## config.mk

```make
export PLATFORM = sky130hd
export DESIGN_NAME = sha_core_multi
export DESIGN_NICKNAME = d
export VERILOG_FILES = /design/src/rtl/sha_core_multi.sv
export SDC_FILE = /design/constraint.sdc
export NUM_CORES = 2
export LEC_CHECK = 0
export ABC_AREA = 0
export CORE_AREA = 4 4 395 397
export DETAILED_ROUTE_END_ITERATION = 10
export DIE_AREA = 0 0 399 401
export HOLD_SLACK_MARGIN = 0.1
export PLACE_DENSITY_LB_ADDON = 0.25
export SLEW_MARGIN = 20
export SYNTH_ARGS = -nofsm -noshare
export SYNTH_HDL_FRONTEND = slang
export SYNTH_SLANG_ARGS = --single-unit
```

## constraint.sdc

```tcl
create_clock -name clk -period 54.9 [get_ports clk]
set_input_delay 5.49 -clock clk [delete_from_list [all_inputs] [get_ports clk]]
set_output_delay 5.49 -clock clk [all_outputs]
set_load 0.03 [all_outputs]
```

## src/rtl/sha_core_multi.sv

```systemverilog
// SHA-256 compression core with UNROLL rounds per clock and optional second pass (SHA-256d).
// State table:  IDLE | waiting for start | ROUND | applying UNROLL rounds per cycle | FINAL | add-back, then finish or begin second pass
module sha_core_multi #(
  parameter int UNROLL        = 1,
  parameter bit ENABLE_DOUBLE = 1
) (
  input  logic         clk,
  input  logic         rst,
  input  logic         start,
  input  logic         double_hash,
  input  logic [255:0] start_state,
  input  logic [511:0] input_message,
  output logic         ready,
  output logic         done,
  output logic         result_valid,
  output logic [255:0] result
);

  generate
    if (!(UNROLL == 1 || UNROLL == 2 || UNROLL == 4 || UNROLL == 8)) begin : g_bad_unroll
      $error("sha_core_multi: UNROLL must be 1, 2, 4 or 8");
    end
  endgenerate

  localparam logic [255:0] IV = 256'h6a09e667_bb67ae85_3c6ef372_a54ff53a_510e527f_9b05688c_1f83d9ab_5be0cd19;

  localparam logic [31:0] K [64] = '{
    32'h428a2f98, 32'h71374491, 32'hb5c0fbcf, 32'he9b5dba5, 32'h3956c25b, 32'h59f111f1, 32'h923f82a4, 32'hab1c5ed5,
    32'hd807aa98, 32'h12835b01, 32'h243185be, 32'h550c7dc3, 32'h72be5d74, 32'h80deb1fe, 32'h9bdc06a7, 32'hc19bf174,
    32'he49b69c1, 32'hefbe4786, 32'h0fc19dc6, 32'h240ca1cc, 32'h2de92c6f, 32'h4a7484aa, 32'h5cb0a9dc, 32'h76f988da,
    32'h983e5152, 32'ha831c66d, 32'hb00327c8, 32'hbf597fc7, 32'hc6e00bf3, 32'hd5a79147, 32'h06ca6351, 32'h14292967,
    32'h27b70a85, 32'h2e1b2138, 32'h4d2c6dfc, 32'h53380d13, 32'h650a7354, 32'h766a0abb, 32'h81c2c92e, 32'h92722c85,
    32'ha2bfe8a1, 32'ha81a664b, 32'hc24b8b70, 32'hc76c51a3, 32'hd192e819, 32'hd6990624, 32'hf40e3585, 32'h106aa070,
    32'h19a4c116, 32'h1e376c08, 32'h2748774c, 32'h34b0bcb5, 32'h391c0cb3, 32'h4ed8aa4a, 32'h5b9cca4f, 32'h682e6ff3,
    32'h748f82ee, 32'h78a5636f, 32'h84c87814, 32'h8cc70208, 32'h90befffa, 32'ha4506ceb, 32'hbef9a3f7, 32'hc67178f2
  };

  typedef enum logic [1:0] {IDLE, ROUND, FINAL} state_t;

  state_t      state, state_next;
  logic        accept;
  logic        dbl;
  logic        pass;
  logic [5:0]  round;
  logic [31:0] work [8];
  logic [31:0] base [8];
  logic [31:0] win [16];
  logic [31:0] w_use [UNROLL];
  logic [31:0] win_next [16];
  logic [31:0] rnd [8];
  logic [31:0] digest [8];

  function automatic logic [31:0] rotr(input logic [31:0] x, input int n);
    return (x >> n) | (x << (32 - n));
  endfunction

  function automatic logic [31:0] bsig0(input logic [31:0] x);
    return rotr(x, 2) ^ rotr(x, 13) ^ rotr(x, 22);
  endfunction

  function automatic logic [31:0] bsig1(input logic [31:0] x);
    return rotr(x, 6) ^ rotr(x, 11) ^ rotr(x, 25);
  endfunction

  function automatic logic [31:0] ssig0(input logic [31:0] x);
    return rotr(x, 7) ^ rotr(x, 18) ^ (x >> 3);
  endfunction

  function automatic logic [31:0] ssig1(input logic [31:0] x);
    return rotr(x, 17) ^ rotr(x, 19) ^ (x >> 10);
  endfunction

  // Extend the window by UNROLL words so later words can depend on ones produced this cycle.
  always_comb begin : sched
    logic [31:0] x [16+UNROLL];
    for (int i = 0; i < 16; i++) x[i] = win[i];
    for (int j = 0; j < UNROLL; j++)
      x[16+j] = ssig1(x[j+14]) + x[j+9] + ssig0(x[j+1]) + x[j];
    for (int i = 0; i < UNROLL; i++) w_use[i] = x[i];
    for (int i = 0; i < 16; i++) win_next[i] = x[i+UNROLL];
  end

  always_comb begin : compress
    logic [31:0] v [8];
    logic [31:0] t1;
    logic [31:0] t2;
    t1 = '0;
    t2 = '0;
    for (int k = 0; k < 8; k++) v[k] = work[k];
    for (int i = 0; i < UNROLL; i++) begin
      t1 = v[7] + bsig1(v[4]) + ((v[4] & v[5]) ^ (~v[4] & v[6])) + K[round + 6'(i)] + w_use[i];
      t2 = bsig0(v[0]) + ((v[0] & v[1]) ^ (v[0] & v[2]) ^ (v[1] & v[2]));
      v[7] = v[6];
      v[6] = v[5];
      v[5] = v[4];
      v[4] = v[3] + t1;
      v[3] = v[2];
      v[2] = v[1];
      v[1] = v[0];
      v[0] = t1 + t2;
    end
    for (int k = 0; k < 8; k++) rnd[k] = v[k];
  end

  always_comb begin
    for (int k = 0; k < 8; k++) digest[k] = work[k] + base[k];
  end

  // ready stays low during the done cycle so a start there is ignored.
  always_comb begin
    state_next = state;
    accept     = 1'b0;
    ready      = (state == IDLE) && !done;
    case (state)
      IDLE:    if (start && ready) begin
                 accept     = 1'b1;
                 state_next = ROUND;
               end
      ROUND:   if (round == 6'(64 - UNROLL)) state_next = FINAL;
      FINAL:   state_next = (dbl && !pass) ? ROUND : IDLE;
      default: state_next = IDLE;
    endcase
  end

  always_ff @(posedge clk) begin
    if (!rst) begin
      state        <= IDLE;
      done         <= 1'b0;
      result_valid <= 1'b0;
      result       <= '0;
      round        <= '0;
      pass         <= 1'b0;
    end else begin
      state <= state_next;
      done  <= 1'b0;
      case (state)
        IDLE:  if (accept) begin
                 round        <= '0;
                 pass         <= 1'b0;
                 result_valid <= 1'b0;
               end
        ROUND: round <= round + 6'(UNROLL);
        FINAL: if (dbl && !pass) begin
                 pass  <= 1'b1;
                 round <= '0;
               end else begin
                 result       <= {digest[0], digest[1], digest[2], digest[3],
                                  digest[4], digest[5], digest[6], digest[7]};
                 done         <= 1'b1;
                 result_valid <= 1'b1;
               end
        default: ;
      endcase
    end
  end

  always_ff @(posedge clk) begin
    if (accept) begin
      dbl <= double_hash & ENABLE_DOUBLE;
      for (int k = 0; k < 8; k++) begin
        work[k] <= start_state[255-32*k -: 32];
        base[k] <= start_state[255-32*k -: 32];
      end
      for (int i = 0; i < 16; i++) win[i] <= input_message[511-32*i -: 32];
    end else if (state == ROUND) begin
      work <= rnd;
      win  <= win_next;
    end else if (state == FINAL && dbl && !pass) begin
      for (int k = 0; k < 8; k++) begin
        work[k] <= IV[255-32*k -: 32];
        base[k] <= IV[255-32*k -: 32];
        win[k]  <= digest[k];
      end
      win[8] <= 32'h80000000;
      for (int i = 9; i < 15; i++) win[i] <= 32'h0;
      win[15] <= 32'h00000100;
    end
  end

endmodule

```

==> impl_results.md <==
- Ports: 1031
- Chip width: 399 um
- Fin crit period: 9.45 ns
- Min-delay worst type: reg2reg
- Root Buffer: clkbuf_16
- Post-CTS sizing: 0
- Worst-Skew Late Latency: 0.83 ns
- Die height: 401 um
- CP startpoint kind: flip-flop
- Synth top area share: 33.1%
- Asr flop ratio synth: 0%
- Cells after Synth: 7900
- Main synth FF type: edfxtp_1
- Met3 Use GR: 13.2%
- Layout cell share with drive strength beyond 1: 4.59%
- Critical path capture point type: flip-flop
- Run status: finished, violations left
- First-pass GRT wire length: 511 mm
- Required @ worst endpoint: 55.54 ns
- Crit Path Class: reg2reg
- Fin. max-slew vios: 103
- Failing checks: slew limit
- Busiest layer in global routing: met2
- Fillers: 12500
- Layout area overhead: 21.3%
- Vias in the first global route: 67000
- Slowest CP cell: ha_1
- Hold_buf cts: 0
- Die area: 160000 sq um
- Netlist cell types: 93
- Number of setup buffers added after CTS: 0
- All-Layer GR Usage: 45.4%
- Antenna viol nets, final: 0
- Post-synth EDFFs: 865
- Final Hold Fails: 0
- Main area contributors after synthesis: edfxtp_1 (33%), dfxtp_1 (11%), ha_1 (6.3%)
- CORE AREA: 152000 sq um
- Initial Util: 51.7%
- Syn Area/Cell: 9.94 sq um
- Worst Skew: 0.0495 ns
- Synth Register Bits: 1292
- DR iter-0 viols: 10400
- Nets: 10000
- Mapped Nets: 9264
- Tightest Pin Transition: 1.55 ns
- Most common cell after layout, fill and taps aside: clkdlybuf4s50_1
- Grt met2 use: 66.4%
- Register clock-pin slew on the reported worst setup and hold paths: 0.06 ns
- Pin count of the biggest net entering global routing: 234
- RSZ-0062 raised after global routing: false
- HPWL after detailed placement: 294 mm
- Critical Path Max Stage Delay: 0.89 ns
- Max_cap viols: 0
- Inserted Clock Buffers: 144
- Sequential fraction of the synthesis area: 44.0%
- Grt ovf: 0
- Number of antenna violations at the first check in global routing: 64
- Max FO, Critical Path: 31
- CTS tree: yes
- Sequential cell area: 34500 sq um
- Gpl congestion: 1.12
- Maximum clock path buffer count: 3
- DRT Pass-1 Iters: 7
- Peak Freq: 106 MHz
- DR WL/cell: 34.8 um
- Setup TNS: 0 ns
- Routed wire length: 379 mm
- # rows: 143
- Worst Path Arrival: 10.09 ns
- DRC viols: 0
- Fin crit share: 17.2%
- Area of the mapped netlist: 78500 sq um
- YS warnings: 0
- CTS Sinks: 1292
- GR Util met1: 57.7%
- Area of the multi-input gates: 40400 sq um
- Synth area leader: edfxtp_1
- Most frequent cells in the layout: clkdlybuf4s50_1 (1029), edfxtp_1 (865), o21ai_0 (625)
- Htree depth: 4
- Slew headroom: -3.12%
- DR vias/cell: 6.58
- Final setup fails: 0
- Vias: 71600
- PortBufs: 1030
==> cells in the mapped netlist (33+ instances only) <==
| cell type | n |
|---|---|
| a211oi_1 | 87 |
| a21o_1 | 202 |
| a21oi_1 | 612 |
| a22o_1 | 224 |
| a22oi_1 | 241 |
| a31oi_1 | 49 |
| and2_1 | 67 |
| and3_1 | 58 |
| buf_1 | 41 |
| clkbuf_1 | 428 |
| dfxtp_1 | 427 |
| edfxtp_1 | 865 |
| fa_1 | 197 |
| ha_1 | 395 |
| inv_1 | 507 |
| mux2_2 | 33 |
| nand2_1 | 524 |
| nand2b_1 | 94 |
| nand3_1 | 100 |
| nor2_1 | 590 |
| nor2b_1 | 68 |
| nor3_1 | 68 |
| o211ai_1 | 41 |
| o21a_1 | 126 |
| o21ai_0 | 626 |
| o21bai_1 | 47 |
| o22a_1 | 130 |
| or3_1 | 35 |
| xnor2_1 | 308 |
| xor2_1 | 283 |
==> critical path: cells and delay by family, from the launching register on <==
family	cells	cell delay [ns]
compound gates	17	3.31
xor+xnor	2	0.60
buf+inv	7	1.08
simple gates	5	1.11
flops	1	0.31
fa+ha+maj	6	2.87
==> final timing paths <==
path	slack, ns	cells after the start	end	from
max	45.45	37	compress.v[223]$_DFFE_PP_	round[0]$_SDFFE_PN0P_
min	0.46	2	result[56]$_SDFFE_PN0P_	result[56]$_SDFFE_PN0P_
max reg2reg	45.45	37	compress.v[223]$_DFFE_PP_	round[0]$_SDFFE_PN0P_
min reg2reg	0.46	2	result[56]$_SDFFE_PN0P_	result[56]$_SDFFE_PN0P_
==> final cells by class <==
type | count | area share (%)
Inverter | 510 | 2.04
Antenna cell | 50 | 0.131
Timing Repair Buffer | 1109 | 11.6
Tap cell | 2030 | 2.67
Clock buffer | 204 | 4.15
Multi-Input combinational cell | 5627 | 42.4
Clock inverter | 65 | 0.839
Sequential cell | 1292 | 36.3
==> per-stage QoR <==
stage / cell area [sq um] / utilization, % / std cells / hold slack (ns) / setup slack [ns]
after CTS: 95100 / 62.6 / 10800 / 0.458 / 45.68
after detailed placement: 90300 / 59.5 / 10600 / 0.448 / 44.83
final: 95200 / 62.7 / 10900 / 0.456 / 45.45
after floorplan: 78500 / - / 7900 / 0.435 / 31.78
after global routing: 95200 / 62.7 / 10900 / 0.471 / 45.11
after global placement: 90300 / 59.5 / 10600 / 0.443 / 44.90
==> sequential cells by signal, summed over array words and instances, names as in the netlist <==
signal / cells
sched.x: 480
base: 256
result: 256
compress.v: 192
work: 64
w_use: 32
round: 6
state: 2
dbl: 1
done: 1
pass: 1
result_valid: 1
==> cell families after synthesis <==
family	share of synthesized area, %
XOR/XNOR	6.62
AND/OR/NAND/NOR	10.1
adder cells (fa/ha/maj)	11.4
buffers and inverters	4.69
flip-flops	44.0
multiplexers	0.910
AO/OA/AOI/OAI	22.4
==> layer usage <==
layer | share of wire (%) | wire length [um] | vias up
li1 | - | - | 30300
met1 | 36 | 136000 | 34700
met2 | 42 | 161000 | 5409
met3 | 13 | 50000 | 1168
met4 | 8.5 | 32100 | 36
met5 | 0.064 | 241 | -
Power is not shown: default switching activity piles up to over one toggle a cycle in this logic, so the estimate is an artifact.
